$ cat src/rtl/mem_access_stage.sv
// Memory-access pipeline stage: data-memory req/ack sequencing, stall generation,
// branch resolution and the MEM/WB register. Optional macro: MEM_ALIGN_CHECK_EN.
module mem_access_stage #(
  parameter int unsigned MAX_WAIT = 15
) (
  input  logic        clk,
  input  logic        reset,
  input  logic        RegWrite_in,
  input  logic        MemRead_in,
  input  logic        MemtoReg_in,
  input  logic        MemWrite_in,
  input  logic        Branch_in,
  input  logic        ZERO_in,
  input  logic [31:0] ALU_OUT_in,
  input  logic [31:0] PC_Branch_in,
  input  logic [31:0] REG_DATA2_in,
  input  logic [4:0]  rd_in,
  output logic        dmem_req,
  output logic        dmem_we,
  output logic [31:0] dmem_addr,
  output logic [31:0] dmem_wdata,
  input  logic        dmem_ack,
  input  logic [31:0] dmem_rdata,
  output logic        stall,
  output logic        PCSrc,
  output logic [31:0] PC_Branch_out,
  output logic        RegWrite_out,
  output logic        MemtoReg_out,
  output logic [31:0] READ_DATA_out,
  output logic [31:0] ALU_OUT_out,
  output logic [4:0]  rd_out,
  output logic        mem_err
);

  localparam int unsigned CNT_W = $clog2(MAX_WAIT + 1);

  typedef enum logic {
    S_IDLE = 1'b0,
    S_WAIT = 1'b1
  } state_t;

  state_t             state_q, state_d;
  logic [CNT_W-1:0]   wait_cnt_q, wait_cnt_d;
  logic               mem_err_q, mem_err_d;
  logic               regwrite_q, regwrite_d;
  logic               memtoreg_q, memtoreg_d;
  logic [31:0]        read_data_q, read_data_d;
  logic [31:0]        alu_out_q, alu_out_d;
  logic [4:0]         rd_q, rd_d;

  logic               access;
  logic               misaligned;
  logic               timeout;
  logic               retire;
  logic               squash;
  logic [CNT_W-1:0]   wait_cnt_inc;

  assign access = MemRead_in | MemWrite_in;

`ifdef MEM_ALIGN_CHECK_EN
  assign misaligned = access & (ALU_OUT_in[1:0] != 2'b00);
`else
  assign misaligned = 1'b0;
`endif

  // Last permitted WAIT cycle: the MAX_WAIT-th one without an ack.
  assign timeout      = (wait_cnt_q == CNT_W'(MAX_WAIT - 1));
  assign wait_cnt_inc = (wait_cnt_q == CNT_W'(MAX_WAIT)) ? wait_cnt_q
                                                         : wait_cnt_q + CNT_W'(1);

  always_comb begin
    state_d    = state_q;
    wait_cnt_d = wait_cnt_q;
    mem_err_d  = mem_err_q;
    stall      = 1'b0;
    retire     = 1'b0;
    squash     = 1'b0;

    case (state_q)
      S_IDLE: begin
        if (!access) begin
          retire = 1'b1;
        end else if (misaligned) begin
          retire    = 1'b1;
          squash    = 1'b1;
          mem_err_d = 1'b1;
        end else begin
          stall      = 1'b1;
          state_d    = S_WAIT;
          wait_cnt_d = '0;
        end
      end
      S_WAIT: begin
        if (dmem_ack) begin
          retire  = 1'b1;
          state_d = S_IDLE;
        end else if (timeout) begin
          retire     = 1'b1;
          squash     = 1'b1;
          mem_err_d  = 1'b1;
          state_d    = S_IDLE;
          wait_cnt_d = wait_cnt_inc;
        end else begin
          stall      = 1'b1;
          wait_cnt_d = wait_cnt_inc;
        end
      end
      default: state_d = S_IDLE;
    endcase

    // Stall cycles load a bubble so write-back never sees an instruction twice.
    regwrite_d  = 1'b0;
    memtoreg_d  = 1'b0;
    read_data_d = '0;
    alu_out_d   = '0;
    rd_d        = '0;
    if (retire) begin
      alu_out_d = ALU_OUT_in;
      rd_d      = rd_in;
      if (!squash) begin
        regwrite_d = RegWrite_in;
        memtoreg_d = MemtoReg_in;
        if (state_q == S_WAIT && MemRead_in) begin
          read_data_d = dmem_rdata;
        end
      end
    end
  end

  always_ff @(posedge clk) begin
    if (reset) begin
      state_q     <= S_IDLE;
      wait_cnt_q  <= '0;
      mem_err_q   <= 1'b0;
      regwrite_q  <= 1'b0;
      memtoreg_q  <= 1'b0;
      read_data_q <= '0;
      alu_out_q   <= '0;
      rd_q        <= '0;
    end else begin
      state_q     <= state_d;
      wait_cnt_q  <= wait_cnt_d;
      mem_err_q   <= mem_err_d;
      regwrite_q  <= regwrite_d;
      memtoreg_q  <= memtoreg_d;
      read_data_q <= read_data_d;
      alu_out_q   <= alu_out_d;
      rd_q        <= rd_d;
    end
  end

  assign dmem_req   = (state_q == S_WAIT);
  assign dmem_we    = dmem_req & MemWrite_in;
  assign dmem_addr  = dmem_req ? ALU_OUT_in   : '0;
  assign dmem_wdata = dmem_req ? REG_DATA2_in : '0;

  assign PCSrc         = Branch_in & ZERO_in & ~stall;
  assign PC_Branch_out = PC_Branch_in;

  assign RegWrite_out  = regwrite_q;
  assign MemtoReg_out  = memtoreg_q;
  assign READ_DATA_out = read_data_q;
  assign ALU_OUT_out   = alu_out_q;
  assign rd_out        = rd_q;
  assign mem_err       = mem_err_q;

endmodule
$ cat config.mk
export PLATFORM = sky130hd
export DESIGN_NAME = mem_access_stage
export DESIGN_NICKNAME = d
export VERILOG_FILES = /design/src/rtl/mem_access_stage.sv
export SDC_FILE = /design/constraint.sdc
export NUM_CORES = 1
export LEC_CHECK = 0
export CORE_AREA = 3 3 121 123
export DETAILED_ROUTE_END_ITERATION = 8
export DIE_AREA = 0 0 124 126
export GPL_ROUTABILITY_DRIVEN = 0
export GPL_TIMING_DRIVEN = 0
export HOLD_SLACK_MARGIN = 0.06
export PLACE_DENSITY_LB_ADDON = 0.3
export SYNTH_ARGS = -nofsm -noshare
export SYNTH_HDL_FRONTEND = slang
export SYNTH_SLANG_ARGS = --single-unit
export TNS_END_PERCENT = 10
$ cat constraint.sdc
create_clock -name clk -period 4.1 [get_ports clk]
set_clock_uncertainty 0.05 [all_clocks]
set_input_delay 0.82 -clock clk [delete_from_list [all_inputs] [get_ports clk]]
set_output_delay 0.82 -clock clk [all_outputs]
set_load 0.01 [all_outputs]
==> flow_summary.toml <==
[outcome]
status = "complete, no violations"

[setup_path]
required_ns = 3.23
slowest_delay_ns = 0.54
cp_slowest_cell = "clkdlybuf4s50_1"
path_max_fanout = 4
critPathTopFamily = "buffers and inverters"
startpoint_type = "primary input"
arrival_ns = 2.67
cp-end-kind = "primary output"
worstSetupPathType = "primary input to primary output"
cp_cell_sequence = "clkdlybuf4s50_1, and2b_1, a21oi_1, and3_1, clkdlybuf4s50_1"
critical_path.most_common_cell = "clkdlybuf4s50_1"
critPathBufInv = 2

[clocking]
path_clk_slew_ns = 0.06
htree_num_levels = 3
numCtsBuffers = 9
clock_sinks = 77
cts_root_buffer = "clkbuf_16"
clk_latency_ns = 0.33
cts_tree = "done"
cts_resized = 0
post-cts-setup-buffers = 0
cts_hold_buffers = 0
clockBufferDepth = 2

[grt]
antenna_found_initial = 0
grt_pass1_vias = 3026
track_usage = 0.139
grt_pass1_wl_um = 16300
grt_max_degree = 16
grt-ovfl-total = 0

[timing]
rsz0062_at_grt = "no"
max_freq_mhz = 283
tns_ns = 0
slew_viol_final = 0
max_slew.worst_pin.slew_ns = 0.595
timing.final.crit_share = 0.862
hold_viol = 0
period_needed_ns = 3.54
whs_ns = 0.430
setup_viol = 0
maxSlewHeadroom = 0.602

[routing]
via_count = 2961
viasPerCell = 3.86
remaining_drc_errors = 0
ant_nets = 0
wirelength_um = 11300
dr.pass1.iters = 3
routedWlPerCell_um = 14.7
drtIter0Drc = 65

[logic_synthesis]
synth_warnings = 0
avgSynthCellArea_sq_um = 10.1
synth_top_family_by_area = "simple AND/OR/NAND/NOR gates"
synth_mux_area_frac = 0
synth_fa_ha_area_frac = 0.00849
synth_area_sq_um = 2950
syn-num-nets = 435
synth-compound-area-share = 0.0335
syn_inst = 291
ys_seq_area_frac = 0.523
synthDistinctLibCells = 27
synth.ff_latch_count = 77
yosys.area_share.simple = 0.325
post_synth_xor_area_fraction = 0

[final_layout]
area_growth_pct = 113
finalNetCount = 726
num_antenna_cells = 0
drive_above_1_share = 0.0954

[floorplan]
pin_count = 314
core_sq_um = 13800
die_h_um = 126
die_area_sq_um = 15600
dieWidth_um = 124
initial_core_util = 0.214
num_rows = 43

[pwr]
p_per_area_nw_per_um2 = 322
total_leakage_power_nw = 2.47
p_total_mw = 2.02
ir_drop_mv = 0.169

[run]
drv_cap = 0

[worst_hold_path]
min_path_type = "flop to flop"

[place]
port_buffers = 280
dp_hpwl_um = 9520
## sequential cells by signal, summed over array words and instances, names as in the netlist
name / flops
wait_cnt_q: 4
ALU_OUT_out: 32
mem_err: 1
READ_DATA_out: 32
rd_out: 5
RegWrite_out: 1
dmem_req: 1
MemtoReg_out: 1
## worst register-to-register path, cell delays in order, from the launching register on
cell      delay, ns
dfxtp_1        0.34
inv_1          0.07
ha_1           0.18
nand3_2        0.12
a211oi_4       0.58
buf_6          0.23
and2_1         0.15
## report_power, final
group	switching [mW]	internal [mW]	total [mW]
Combinational	0.147	0.281	0.427
Sequential	0.00862	0.773	0.782
Clock	0.332	0.481	0.813
## layer usage
metal	vias to the layer above	GRT usage	routed length (um)	part of all wire
li1	1458	-	-	-
met2	189	0.252	5730	0.51
met5	-	0	0	0
met3	23	0.0539	1280	0.11
met1	1291	0.134	3910	0.35
met4	0	0.0683	352	0.031
## cells by family (layout without fill, tap and decap cells)
kind of cell	count (synthesis)	count (layout)
AND/OR/NAND/NOR	152	152
flip-flops	77	77
buffers and inverters	48	344
AO/OA/AOI/OAI	12	12
adder cells (fa/ha/maj)	2	2
## path summary, 6_finish.rpt
kind                               startpoint        end  slack, ns  cells after the start
worst min register to register        mem_err    mem_err       0.43                      2
worst max register to register  wait_cnt_q[0]  rd_out[1]       2.33                      6
worst min-delay path                  mem_err    mem_err       0.43                      2
worst max-delay path                 dmem_ack      PCSrc       0.56                      5
## cells in the mapped netlist
master	n	area share
and2_1	134	0.28
dfxtp_1	77	0.52
buf_4	32	0.082
clkbuf_1	10	0.013
and3_1	4	0.0085
a21oi_1	3	0.0051
buf_6	3	0.011
nor2_1	3	0.0038
o211ai_1	3	0.0076
ha_1	2	0.0085
inv_1	2	0.0025
nand3_1	2	0.0034
or3_1	2	0.0042
a211oi_4	1	0.0068
a31o_2	1	0.0030
a31oi_1	1	0.0021
a41oi_1	1	0.0030
and2b_1	1	0.0025
and4b_1	1	0.0034
buf_2	1	0.0017
nand2b_1	1	0.0021
nand3_2	1	0.0034
nand3b_1	1	0.0025
nor4b_1	1	0.0030
o21ba_2	1	0.0034
o21bai_1	1	0.0025
or4b_1	1	0.0034
## cell type report
| class | instances | area (sq um) |
|---|---|---|
| Clock buffer | 9 | 225 |
| Sequential cell | 77 | 1540 |
| Timing Repair Buffer | 280 | 2800 |
| Clock inverter | 7 | 80.1 |
| Inverter | 2 | 7.51 |
| Fill cell | 1323 | 7490 |
| Tap cell | 180 | 225 |
| Multi-Input combinational cell | 166 | 1080 |
| Buffer | 46 | 317 |
## cell usage in the layout, fill, tap and decap left out, types with 2 or more instances in the layout
cell type and count:
ha_1 2, or3_1 2, a21oi_1 3, nor2_1 3
nand3_1 2, inv_6 3, inv_1 2, and3_1 4
buf_6 3, o211ai_1 3, clkdlybuf4s50_1 280, dfxtp_1 77
clkbuf_1 10, buf_4 32, clkbuf_16 9, and2_1 134
## through the flow
step,setup WS (ns),area [sq um],utilization,instances
4_1_cts,0.512,6280,0.456,767
3_3_place_gp,0.554,5970,0.434,751
6_report,0.565,6280,0.456,767
2_1_floorplan,1.79,2950,-,291
5_1_grt,0.456,6280,0.456,767
3_5_place_dp,0.526,5970,0.434,751
No activity file was read; power rests on OpenSTA's default activity.
